--- src/rtl/mul_sequencer.sv ---
// Sequencing controller for the multiply path: a fixed 32-iteration shift-add
// multiply that stalls the PC and strobes the product to write-back for one cycle.
`timescale 1ns/1ps
module mul_sequencer #(
  parameter int XLEN = 32,
  parameter int RD_W = 5
) (
  input  logic            clk,
  input  logic            rst_n,
  input  logic            mul_valid,
  input  logic [XLEN-1:0] in_a,
  input  logic [XLEN-1:0] in_b,
  input  logic [RD_W-1:0] rd_in,
  output logic            stall,
  output logic            busy,
  output logic            mul_ready,
  output logic [XLEN-1:0] mul_out,
  output logic [RD_W-1:0] mul_rd
);

  localparam int CNT_W = (XLEN > 1) ? $clog2(XLEN) : 1;
  localparam logic [CNT_W-1:0] LAST_ITER = CNT_W'(XLEN - 1);

  typedef enum logic [1:0] {
    ST_IDLE = 2'd0,
    ST_BUSY = 2'd1,
    ST_DONE = 2'd2
  } state_e;

  state_e            state_q,  state_d;
  logic [XLEN-1:0]   mcand_q,  mcand_d;
  logic [XLEN-1:0]   mplier_q, mplier_d;
  logic [XLEN-1:0]   acc_q,    acc_d;
  logic [CNT_W-1:0]  cnt_q,    cnt_d;
  logic [XLEN-1:0]   out_q,    out_d;
  logic [RD_W-1:0]   rd_q,     rd_d;

  // Next-state and datapath update for one shift-add iteration per BUSY cycle.
  always_comb begin
    state_d  = state_q;
    mcand_d  = mcand_q;
    mplier_d = mplier_q;
    acc_d    = acc_q;
    cnt_d    = cnt_q;
    out_d    = out_q;
    rd_d     = rd_q;
    case (state_q)
      ST_IDLE: begin
        if (mul_valid) begin
          mcand_d  = in_a;
          mplier_d = in_b;
          rd_d     = rd_in;
          acc_d    = '0;
          cnt_d    = '0;
          state_d  = ST_BUSY;
        end else begin
          state_d  = ST_IDLE;
        end
      end
      ST_BUSY: begin
        if (mplier_q[0]) begin
          acc_d = acc_q + mcand_q;
        end else begin
          acc_d = acc_q;
        end
        mcand_d  = mcand_q << 1;
        mplier_d = mplier_q >> 1;
        cnt_d    = cnt_q + CNT_W'(1);
        // The product register is loaded with the final sum so DONE presents a flop.
        if (cnt_q == LAST_ITER) begin
          out_d   = acc_d;
          state_d = ST_DONE;
        end else begin
          state_d = ST_BUSY;
        end
      end
      ST_DONE: begin
        // mul_valid is still high for the retiring instruction; never re-accept here.
        state_d = ST_IDLE;
      end
      default: begin
        state_d = ST_IDLE;
      end
    endcase
  end

  // State and datapath registers with synchronous active-low reset.
  always_ff @(posedge clk) begin
    if (!rst_n) begin
      state_q  <= ST_IDLE;
      mcand_q  <= '0;
      mplier_q <= '0;
      acc_q    <= '0;
      cnt_q    <= '0;
      out_q    <= '0;
      rd_q     <= '0;
    end else begin
      state_q  <= state_d;
      mcand_q  <= mcand_d;
      mplier_q <= mplier_d;
      acc_q    <= acc_d;
      cnt_q    <= cnt_d;
      out_q    <= out_d;
      rd_q     <= rd_d;
    end
  end

  // The IDLE stall term is combinational so a MUL never retires in its first cycle.
  assign stall     = rst_n & (((state_q == ST_IDLE) & mul_valid) | (state_q == ST_BUSY));
  assign busy      = rst_n & (state_q == ST_BUSY);
  assign mul_ready = rst_n & (state_q == ST_DONE);
  assign mul_out   = out_q;
  assign mul_rd    = rd_q;

endmodule

--- config.mk ---
export PLATFORM = sky130hd
export DESIGN_NAME = mul_sequencer
export DESIGN_NICKNAME = d
export VERILOG_FILES = /design/src/rtl/mul_sequencer.sv
export SDC_FILE = /design/constraint.sdc
export NUM_CORES = 1
export LEC_CHECK = 0
export CORE_MARGIN = 8
export CORE_UTILIZATION = 45
export CTS_BUF_LIST = sky130_fd_sc_hd__clkbuf_4
export DETAILED_ROUTE_END_ITERATION = 7
export PLACE_DENSITY = 0.7
export REMOVE_ABC_BUFFERS = 1
export SLEW_MARGIN = 20
export SYNTH_ARGS = -nofsm -noshare
export SYNTH_HDL_FRONTEND = slang
export SYNTH_SLANG_ARGS = --single-unit
export TNS_END_PERCENT = 1
--- constraint.sdc ---
create_clock -name clk -period 3.7 [get_ports clk]
set_input_delay 0.74 -clock clk [delete_from_list [all_inputs] [get_ports clk]]
set_output_delay 0.74 -clock clk [all_outputs]
set_load 0.05 [all_outputs]
==> results.txt <==
The flow ran to the end, and the final reports show no timing, DRC or antenna violations. The buffer levels on the longest clock path came out at 2. For this design, the sink count on the clock tree is 140. The routability-driven placement congestion ratio came out at 0.880.

After synthesis the netlist holds a flip-flop and latch count of 140. The worst setup path is of the register to register kind. The non-filler instance count after layout is between 1000 and 1500. In this run the count of I/O pins placed on the die edge is about 110.

Setup repair after global routing left no endpoint under its margin. The worst hold margin came out at 0.466 ns. The number of hold violations in the final report is 0.

The clock reaches the later pin of the worst-skew pair after roughly 0.57 ns. For the worst setup path, the data required time is approximately 4.2 ns. The met3 demand-to-capacity share in global routing came out at 5.07%. After synthesis, the cell types taking the most area are dfxtp_1 (40%), ha_1 (5.8%), a21oi_1 (5.6%), nor2_1 (5.4%), nand2_1 (5.0%). The arrival time of the worst setup path came out at ~3.5 ns. dfxtp_1 is the most common cell in the netlist. The smallest clock period supported by the final layout is computed as 3.02 ns. The starting utilization of the core area is between 40% and 50%. The core region is 15700 sq um. The share of synthesized cell area in and, or, nand and nor gates is between 15 and 20%. The H-tree level count came out at 4. The combinational family with the most area after synthesis is compound AO/OA/AOI/OAI gates. The clock-pin transition on the worst setup and hold timing paths came out at 0.15 ns. The worst setup path is captured at a register. The number of antenna violations at the first check in global routing is 1.

STA classifies the critical path startpoint as a register. The mean number of vias per cell came out at roughly 5.5. The detailed placer's ending HPWL is ~13 mm. Buffers inserted to repair hold after CTS numbered 0.

The final number of max-transition violations is 0. The highest clock frequency the design can meet is 0.331 GHz. The proportion of synthesized area in mux cells came out at 2.98%. The final net count is approximately 1000. In the final routed layout, each cell accounts on average for 16.3 um. The number of max-capacitance violations reported came out at 0. Ranked by instance count, the synthesized netlist is headed by dfxtp_1 (140), nor2_1 (102), nand2_1 (95), a21oi_1 (80), o21ai_0 (50). The distinct cell type count of the synthesized netlist came out at 66. The share of the clock period used by the worst path came out at between 80 and 90%. Port buffering added 111 buffers.

The final clock skew is between 0.02 and 0.03 ns. The die extent in y came out at between 100 and 150 um. The adder and majority gate portion of the synthesized area is 6.11%. TritonCTS built the clock tree. The die span in x is 141 um.

The overall fraction of global-route tracks in use came out at between 10% and 20%. dfxtp_1 takes more of the synthesized area than any other cell. The cell count after synthesis came out at 831.

The fraction of layout instances using a drive strength above 1 is 8.06%. The number of rows in the core area came out at 46. Wires add up to approximately 19 mm.

Before antenna repair, the detailed router went through 5 iterations. The post-layout total power came out at around 3.1 mW. The worst max-slew margin expressed relative to the limit came out at 32.2%.

After global routing, the most crowded layer is met2. The final total negative setup slack came out at 0 ns. The transition time at the pin with the least slew margin is around 1.0 ns. The synthesized netlist occupies a cell area of slightly above 7000 sq um. The number of clock buffers added by TritonCTS is 17. The async set-or-reset flop fraction in the synthesized netlist came out at 0%.

The number of antenna-violating nets in the routed design is 0. The global-route congestion overflow total came out at 0. The number of placed instances, taps included is between 1000 and 1500. Clock tree synthesis selected as its root buffer the cell clkbuf_4. The routed layout has 6319 vias. The count of flip-flops with a built-in enable after synthesis came out at 0. The met1 usage is between 20% and 30%. The most used flip-flop cell after synthesis is dfxtp_1. The area added between synthesis and finish came out at 21.5%.

The maximum resistive drop on vdd came out at 0.000214 V. Buffers added to address setup during post-CTS repair amount to 0. The sequential-to-total area share from yosys stat came out at between 30% and 40%. The number of instances resized during post-cts repair is 0.

The via count of the first global-routing pass is 6071. The portion of synthesized cell area occupied by the leading cell type came out at approximately two fifths. The mean post-synth cell area came out at ~8.5 sq um. Of all nets on the critical path, the largest fanout is 4.

The number of fillers in the final layout came out at about 1500. The compound-cell area share of the yosys netlist is around 28%. The number of endpoints failing setup at the final stage came out at 0. The count of warnings emitted by yosys is 0. Of the total synthesized cell area, the portion taken by XOR and XNOR cells is under 10%. The leakage dissipation is roughly 3.3 nW. Dividing total power by cell area gives a power density of about 360 nW/um^2. The starting DRC count in detailed routing came out at 439. The global-route wire length before repair is just over 30 mm. Global routing used between 30% and 40% of the available met2 tracks. The overall die area came out at roughly 20000 sq um. The class of the most critical hold timing path is register to register.

For this run, design rule violations remaining after detail routing come to 0. The pin count of the biggest net entering global routing is 43.
-- final cells by class --
cell class	count	area [sq um]	area share [%]
well taps	216	270	3.14
multi-input cells	624	3970	46.1
diodes	1	2.50	0.0291
clock inverters	15	154	1.79
flip-flops and latches	140	2800	32.6
clock buffers	17	128	1.48
inverters	10	37.5	0.436
repair buffers	125	1250	14.5
-- registers in the layout, indices dropped and copies added (netlist names) --
| signal | flops |
|---|---|
| acc_q | 32 |
| mcand_q | 32 |
| mplier_q | 32 |
| mul_out | 32 |
| cnt_q | 5 |
| mul_rd | 5 |
| state_q | 2 |
-- cell families (layout without fill, tap and decap cells) --
kind of cell               Yosys count  in the layout
DFF                                140            140
and+or+nand+nor                    252            252
AOI/OAI and AO/OA                  291            291
xor gates and xnor gates            26             26
buffers and inverters               67            167
muxes                               21             21
adders and majority gates           34             34
other                                0              1
-- critical path: stages (launching register included) --
cell      delay, ns
dfxtp_1        0.36
ha_1           0.25
fa_1           0.43
a21oi_2        0.21
o211ai_2       0.13
a221oi_4       0.36
a311oi_4       0.16
or3_1          0.39
a21oi_2        0.15
xnor2_1        0.15
mux2i_1        0.11
a211oi_1       0.24
-- metrics by stage --
| stage | area [sq um] | util [%] | setup WS (ns) |
|---|---|---|---|
| 3_3_place_gp | 8320 | 53.2 | 0.750 |
| 6_report | 8610 | 55.0 | 0.679 |
| 2_1_floorplan | 6790 | - | -0.504 |
| 3_5_place_dp | 8320 | 53.2 | 0.713 |
| 4_1_cts | 8610 | 55.0 | 0.684 |
| 5_1_grt | 8610 | 55.0 | 0.536 |
-- power breakdown --
group          switching, mW  internal [mW]
clock network          0.652          0.357
registers             0.0605           1.58
logic                  0.269          0.209
total                  0.981           2.14
-- worst paths after layout --
| kind | cells past startpoint | from | slack, ns | to |
|---|---|---|---|---|
| worst min register to register | 2 | mul_rd[1] | 0.47 | mul_rd[1] |
| worst max register to register | 11 | mcand_q[0] | 0.68 | mul_out[16] |
| worst max-delay path | 11 | mcand_q[0] | 0.68 | mul_out[16] |
| worst min-delay path | 2 | mul_rd[1] | 0.47 | mul_rd[1] |
-- per-layer routing --
metal / up-vias / wire [um]
li1: 3217 / -
met1: 2951 / 8550
met2: 130 / 8890
met3: 21 / 1110
met4: 0 / 201
met5: - / 0
-- cell usage in the layout (no fill, tap or decap), drive strengths merged, types with 16 or more instances in the layout --
cell type	Yosys	final
nand2	95	95
a21oi	83	83
inv	10	18
nor2	103	103
clkdlybuf4s50	0	108
buf	5	17
dfxtp	140	140
a211oi	17	17
a22o	17	17
o21ai	52	52
xnor2	17	17
o221ai	30	30
clkbuf	52	17
ha	33	33
a22oi	35	35
mux2i	20	20
a21o	16	16
Note: power is estimated with default switching activity, not from simulation.
